### src/rtl/sync_fifo_mc.sv
// Single-clock multi-channel FIFO: NUM_CH independent FIFOs with fill count,
// almost-full/almost-empty decodes, sticky overflow/underflow, per-channel
// flush and an optional first-word-fall-through read port.
module sync_fifo_mc #(
    parameter int unsigned DATA_WIDTH = 8,
    parameter int unsigned DEPTH      = 16,
    parameter int unsigned NUM_CH     = 4,
    parameter int unsigned AF_THRESH  = DEPTH - 2,
    parameter int unsigned AE_THRESH  = 2,
    parameter int unsigned FWFT       = 0,
    parameter int unsigned CNT_WIDTH  = $clog2(DEPTH) + 1
) (
    input  logic                           clk,
    input  logic                           rst_n,
    input  logic [NUM_CH-1:0]              wr_en,
    input  logic [NUM_CH*DATA_WIDTH-1:0]   wr_data,
    output logic [NUM_CH-1:0]              full,
    output logic [NUM_CH-1:0]              almost_full,
    input  logic [NUM_CH-1:0]              rd_en,
    output logic [NUM_CH*DATA_WIDTH-1:0]   rd_data,
    output logic [NUM_CH-1:0]              empty,
    output logic [NUM_CH-1:0]              almost_empty,
    output logic [NUM_CH*CNT_WIDTH-1:0]    count,
    input  logic [NUM_CH-1:0]              flush,
    input  logic                           clr_err,
    output logic [NUM_CH-1:0]              overflow,
    output logic [NUM_CH-1:0]              underflow
);

    localparam int unsigned PTR_WIDTH = $clog2(DEPTH);

    // Reject illegal parameterisations at elaboration time.
    if ((DEPTH < 2) || ((DEPTH & (DEPTH - 1)) != 0)) begin : g_bad_depth
        $error("sync_fifo_mc: DEPTH must be a power of 2 and >= 2");
    end
    if (NUM_CH < 1) begin : g_bad_num_ch
        $error("sync_fifo_mc: NUM_CH must be >= 1");
    end
    if ((AF_THRESH < 1) || (AF_THRESH > DEPTH)) begin : g_bad_af
        $error("sync_fifo_mc: AF_THRESH must be in 1..DEPTH");
    end
    if (AE_THRESH > DEPTH - 1) begin : g_bad_ae
        $error("sync_fifo_mc: AE_THRESH must be in 0..DEPTH-1");
    end

    for (genvar c = 0; c < NUM_CH; c++) begin : g_ch
        logic [DATA_WIDTH-1:0] mem [DEPTH];
        logic [PTR_WIDTH-1:0]  wr_ptr;
        logic [PTR_WIDTH-1:0]  rd_ptr;
        logic [CNT_WIDTH-1:0]  cnt;
        logic                  is_full;
        logic                  is_empty;
        logic                  wr_acc;
        logic                  rd_acc;
        logic                  ovf_set;
        logic                  unf_set;

        // Status flags decode only the registered fill count.
        assign is_full  = (cnt == CNT_WIDTH'(DEPTH));
        assign is_empty = (cnt == '0);

        // Flush takes the channel out of service for the cycle: no accepts, no errors.
        assign wr_acc  = wr_en[c] && !is_full  && !flush[c];
        assign rd_acc  = rd_en[c] && !is_empty && !flush[c];
        assign ovf_set = wr_en[c] &&  is_full  && !flush[c];
        assign unf_set = rd_en[c] &&  is_empty && !flush[c];

        assign full[c]         = is_full;
        assign empty[c]        = is_empty;
        assign almost_full[c]  = (cnt >= CNT_WIDTH'(AF_THRESH));
        assign almost_empty[c] = (cnt <= CNT_WIDTH'(AE_THRESH));
        assign count[c*CNT_WIDTH +: CNT_WIDTH] = cnt;

        // Pointers and fill count; pointers wrap naturally at DEPTH.
        always_ff @(posedge clk) begin
            if (!rst_n) begin
                wr_ptr <= '0;
                rd_ptr <= '0;
                cnt    <= '0;
            end else if (flush[c]) begin
                wr_ptr <= '0;
                rd_ptr <= '0;
                cnt    <= '0;
            end else begin
                if (wr_acc) begin
                    wr_ptr <= wr_ptr + PTR_WIDTH'(1);
                end
                if (rd_acc) begin
                    rd_ptr <= rd_ptr + PTR_WIDTH'(1);
                end
                cnt <= cnt + CNT_WIDTH'(wr_acc) - CNT_WIDTH'(rd_acc);
            end
        end

        // Storage array, intentionally left out of reset.
        always_ff @(posedge clk) begin
            if (rst_n && wr_acc) begin
                mem[wr_ptr] <= wr_data[c*DATA_WIDTH +: DATA_WIDTH];
            end
        end

        // Sticky error bits; a new error in the clearing cycle wins.
        always_ff @(posedge clk) begin
            if (!rst_n) begin
                overflow[c]  <= 1'b0;
                underflow[c] <= 1'b0;
            end else begin
                if (ovf_set) begin
                    overflow[c] <= 1'b1;
                end else if (clr_err) begin
                    overflow[c] <= 1'b0;
                end
                if (unf_set) begin
                    underflow[c] <= 1'b1;
                end else if (clr_err) begin
                    underflow[c] <= 1'b0;
                end
            end
        end

        if (FWFT != 0) begin : g_fwft
            // Head word is presented directly, masked to zero while empty.
            assign rd_data[c*DATA_WIDTH +: DATA_WIDTH] = is_empty ? '0 : mem[rd_ptr];
        end else begin : g_reg
            logic [DATA_WIDTH-1:0] rd_q;

            // Registered read port: load head word on an accepted pop, else hold.
            always_ff @(posedge clk) begin
                if (!rst_n) begin
                    rd_q <= '0;
                end else if (rd_acc) begin
                    rd_q <= mem[rd_ptr];
                end
            end

            assign rd_data[c*DATA_WIDTH +: DATA_WIDTH] = rd_q;
        end
    end

endmodule

### config.mk
export PLATFORM = sky130hd
export DESIGN_NAME = sync_fifo_mc
export DESIGN_NICKNAME = d
export VERILOG_FILES = /design/src/rtl/sync_fifo_mc.sv
export SDC_FILE = /design/constraint.sdc
export NUM_CORES = 1
export LEC_CHECK = 0
export ABC_AREA = 1
export BUFFER_PORTS_ARGS = -buffer_cell sky130_fd_sc_hd__buf_2
export CORE_ASPECT_RATIO = 0.9
export CORE_UTILIZATION = 55
export CTS_BUF_LIST = sky130_fd_sc_hd__clkbuf_4
export CTS_CLUSTER_SIZE = 28
export DETAILED_ROUTE_END_ITERATION = 7
export GPL_TIMING_DRIVEN = 0
export PLACE_DENSITY = 0.73
export SLEW_MARGIN = 20
export SYNTH_ARGS = -nofsm -noshare
export SYNTH_HDL_FRONTEND = slang
export SYNTH_SLANG_ARGS = --single-unit
### constraint.sdc
create_clock -name clk -period 6.4 [get_ports clk]
set_input_delay 0.32 -clock clk [delete_from_list [all_inputs] [get_ports clk]]
set_output_delay 0.32 -clock clk [all_outputs]
set_load 0.1 [all_outputs]
# Word-level counts from Yosys, hierarchy flattened
# Memories as Yosys holds them, arrays and structs flattened. A register that Yosys moved wholly into a read port is not among the register bits.
# Cells that the tools add are included.
# classes
eq_ne,4
bitwise_logic,1
add_sub_neg,16
reduce_logical,68
mux,17
order_cmp,8
# op_table
op,count
logical AND 1 bit,36
"adder 4 x 1 -> 4 bit, second input constant",8
adder 5 x 1 -> 5 bit,4
"== test 5 bit, second input constant",4
"greater-or-equal comparator 5 x 4 -> 1 bit, second input constant",4
"<= comparator 5 x 2 -> 1 bit, second input constant",4
logical NOT 5 bit,4
subtractor 5 x 1 -> 5 bit,4
2-to-1 mux 1 bit,17
logical NOT 1 bit,16
nonzero test 2 bit,8
OR reduction 2 bit,4
NOT 1 bit,1
# word_totals
elab_cells,138
regBits,60
ram_bits,512
in_bits,47
n_memories,4
output_inout_bits,76
# memory_table
memory,depth,word_bits,rd,rd_clocked_by_memory_dff,wr,line,text
g_ch[0].mem,16,8,1,1,1,47,logic [DATA_WIDTH-1:0] mem [DEPTH];
g_ch[1].mem,16,8,1,1,1,47,
g_ch[2].mem,16,8,1,1,1,47,
g_ch[3].mem,16,8,1,1,1,47,

# Longest topological paths before layout
# logic_depth
depth_word,7
mapped_depth,14
ltp_nobuf,13

# Worst setup path after synthesis
# Ideal clock, no wire load.
# synth_path
path_type,reg-to-reg
start,reg g_ch[0].cnt[2]
end,reg g_ch[0].cnt[4]
path_buffers,1
slack_ps,3118
t_arrival_ps,3212
required_ps,6330
period_less_slack_ps,3282
setup_time_ps,70
path_stages_with_launch,15
path_cell_list,dfxtp_1 inv_1 ha_1 nand4_1 nand2_1 inv_2 buf_2 ha_1 inv_1 ha_1 inv_1 fa_1 o31ai_1 o21ai_0 a21oi_1
# synth_between
word_cells_on_any_way,10
cone_classes,add/sub: 2; eq/ne: 1; reduce/logical: 7
# synth_lines
element,line,text
start: declaration,50,logic [CNT_WIDTH-1:0] cnt;
start signal: assignment,91,cnt <= cnt + CNT_WIDTH'(wr_acc) - CNT_WIDTH'(rd_acc);
logical NOT 5 bit,60,assign is_empty = (cnt == '0);
logical NOT 1 bit,64,assign rd_acc = rd_en[c] && !is_empty && !flush[c];
logical AND 1 bit (2 in series),64,
named net g_ch[0].rd_acc,54,logic rd_acc;
subtractor 5 x 1 -> 5 bit,91,
# The timed path passes the listed nets, and every way through them passes these cells.
# A chain may end at the register's enable or synchronous reset.

# Worst setup path after layout
# layout_path
start,reg g_ch[0].cnt[3]
end,reg g_ch[0].cnt[4]
# Same word-level chain as after synthesis.

==> results_dict.tcl <==
set metrics [dict create \
    worstHoldStart "flush[0]" \
    ctsRootBufferMaster "clkbuf_4" \
    slew_headroom_pct 25.93 \
    synthFlopType "edfxtp_1" \
    worstHoldEndpoint "g_ch[0].rd_ptr[2]" \
    yosys-top-cells-count "nand2_1 (875), edfxtp_1 (512), inv_1 (385), nand3_1 (380), nor2_1 (166)" \
    cp_max_fo 10 \
    min_path_cells 5 \
    r2r_cells 14 \
    finalHoldViolCount 0 \
    critPathBufInv 5 \
    yosys.cell_count.top_type "nand2_1" \
    cts-htree-levels 4 \
    avgSynthCellArea_um2 9.834 \
    initial_core_util_pct 55.99 \
    cap_viol_max_count 0 \
    final_nets 3185 \
    grt_pass1_wl_um 103700 \
    grt_pass1_vias 19600 \
    critPathTopFamily "adder cells" \
    cp-start-kind "register" \
    areaGrowthSynthToFinish_pct 14.95 \
    ant_nets 0 \
    status "finished, final reports clean" \
    first_pass_iters 6 \
    endpoint_kind "register" \
    wirelength_um 66900 \
    synth_enable_flop_cells 512 \
    ir_worst_vdd_uv 186.6 \
    yosys-top-cells-area "edfxtp_1 (57%), nand2_1 (12%), nand3_1 (7.1%), dfxtp_1 (6.9%), inv_1 (5.4%)" \
    cts_hold_buf 55 \
    grt_max_degree 17 \
    period_minus_slack_ns 3.373 \
    ys_warn_count 0 \
    cp.required_ns 7.31 \
    hold_class "in -> reg" \
    portBuffers 122 \
    grt_usage_pct 27.46 \
    path_clk_slew_ns 0.07 \
    yosys.cell_types.count 26 \
    wl_per_cell_um 17.47 \
    clockBufferDepth 3 \
    slowest_delay_ns 0.49 \
    nFillCells 3941 \
    syn_inst 2734 \
    core_area_um2 48020 \
    synth_top_area_share_pct 57.19 \
    setup_viol 0 \
    post-place-ws_ns 3.178 \
    cts_tree "built" \
    syn_area_um2 26890 \
    async_flop_share_pct 0 \
    critPathKind "reg -> reg" \
    vias 20090 \
    slew_viol_final 0 \
    cts_setup_buffers 0 \
    fin_area_um2 30910 \
    clock_latency_ns 1.01 \
    synth_nets 2849 \
    grt-ovfl-total 0 \
    p_per_area_nw_per_um2 281.6 \
    place_area_um2 28280 \
    dp_hpwl_um 45310 \
    fin_tns_setup_ns 0 \
    drive_gt1_share_pct 16.31 \
    layout_worst_path_cycle_share_pct 52.71 \
    yosysSeqAreaShare_pct 64.04 \
    skew_ns 0.04944 \
    die_area_um2 49770 \
    cp_slowest_cell "dfxtp_1" \
    antenna_found_initial 2 \
    drt-initial-drc-count 1670 \
    r2r-start "g_ch[0].cnt[3]" \
    cts_buffers 157 \
    rows 76 \
    fmax_mhz 296.4 \
    gp_congestion 0.9055 \
    p_total_mw 8.703 \
    leakage_nw 13.60 \
    drc 0 \
    ff2ff_setup_slack_ns 3.03 \
    synth_top_area_cell "edfxtp_1" \
    tightest_slew_ns 1.103 \
    ctsResizeCount 0 \
    io_pins 123 \
    cts_sinks 604 \
    crit_arrival_ns 4.28 \
    rsz0062_at_grt "false" \
    die_x_um 235.1 \
    via_per_inst 5.246 \
    synth-seq-cells 604 \
    path_cells "inv_1 > ha_1 > nand4_1 > nand2_1 > inv_2 > buf_2 > ha_1 > inv_1 > ha_1 > inv_1 > fa_1 > o31ai_1 > o21ai_0 > a21oi_1" \
    die_y_um 211.8 \
    whs_ns 0.2702 \
    rr_endpoint "g_ch[0].cnt[4]" \
    fin_ws_ns 3.027 \
]
layout make-up:
class                           instances  area, um2  share of cell area, %
Antenna cell                            4      10.01                0.03239
Buffer                                122      813.3                  2.631
Clock buffer                          257       1929                  6.243
Clock inverter                         33      128.9                 0.4170
Inverter                              401       1515                  4.903
Multi-Input combinational cell       1607       7351                  23.78
Sequential cell                       604      17220                  55.71
Tap cell                              624      780.7                  2.526
Timing Repair Buffer                  177       1161                  3.757
how the worst max path moves through the flow:
| stage | start | end | slack (ns) | cells past startpoint |
|---|---|---|---|---|
| final | g_ch[0].cnt[3] | g_ch[0].cnt[4] | 3.03 | 14 |
| after global routing | g_ch[0].cnt[3] | g_ch[0].cnt[4] | 2.85 | 14 |
| after CTS | g_ch[0].cnt[3] | g_ch[0].cnt[4] | 3.15 | 14 |
| after detailed placement | g_ch[0].cnt[3] | g_ch[0].cnt[4] | 3.18 | 14 |
| after global placement | g_ch[1].cnt[2] | g_ch[1].cnt[4] | 3.28 | 14 |
| after floorplan | g_ch[0].cnt[2] | g_ch[0].cnt[4] | 3.12 | 14 |
cell usage in the layout, fill, tap and decap left out, types with 4 or more instances in the layout:
cell and count:
nand2_1 875, edfxtp_1 512, inv_1 385, nand3_1 380, clkbuf_4 257, buf_2 184
nor2_1 166, dfxtp_1 92, ha_1 64, dlygate4sd3_1 55, a21oi_1 53, buf_4 34
o21ai_0 33, clkinv_1 28, buf_6 20, inv_2 13, nand4_1 12, clkbuf_1 5
diode_2 4, o21a_1 4, inv_4 4, xor2_1 4, fa_1 4, clkinv_2 4
layer usage:
metal / vias to the layer above / track usage [%] / part of all wire, %
met2: 872 / 43.75 / 46
li1: 9619 / - / -
met5: - / 0 / 0
met3: 140 / 6.637 / 8.6
met4: 0 / 10.89 / 2.8
met1: 9456 / 36.46 / 42
registers in the layout, summed over array words and instances (netlist names):
register / cells
g_ch.wr_ptr: 16
g_ch.rd_ptr: 16
overflow: 4
g_ch.mem: 512
g_ch.cnt: 20
g_ch.g_reg.rd_q: 32
underflow: 4
worst register-to-register path, stage by stage, from the launching register on:
cell,delay [ns]
dfxtp_1,0.49
inv_1,0.15
ha_1,0.22
nand4_1,0.23
nand2_1,0.23
inv_2,0.12
buf_2,0.29
ha_1,0.29
inv_1,0.06
ha_1,0.18
inv_1,0.07
fa_1,0.43
o31ai_1,0.29
o21ai_0,0.12
a21oi_1,0.12
power breakdown:
group / switching [mW] / leakage, nW / total [mW] / internal [mW]
Combinational: 0.765 / 6.99 / 0.978 / 0.213
Sequential: 0.0325 / 5.35 / 4.34 / 4.31
Clock: 1.58 / 1.26 / 3.39 / 1.81
Total: 2.37 / 13.6 / 8.70 / 6.33
logic make-up (layout without fill, tap and decap cells):
group                      count (synthesis)  in the layout  share of synthesized area, %
other                                      0              4                             0
and+or+nand+nor                         1441           1441                         22.07
DFF                                      604            604                         64.04
adders and majority gates                 68             68                         3.276
xor gates and xnor gates                   4              4                        0.1303
AOI/OAI and AO/OA                         94             94                         1.824
buffers and inverters                    523            990                         8.661
per-stage QoR:
step	utilization [%]	cells
6_report	64.36	3829
2_1_floorplan	-	2734
3_3_place_gp	58.88	3480
5_1_grt	64.35	3827
3_5_place_dp	58.88	3480
4_1_cts	64.32	3825
(Power assumes the default switching activity.)
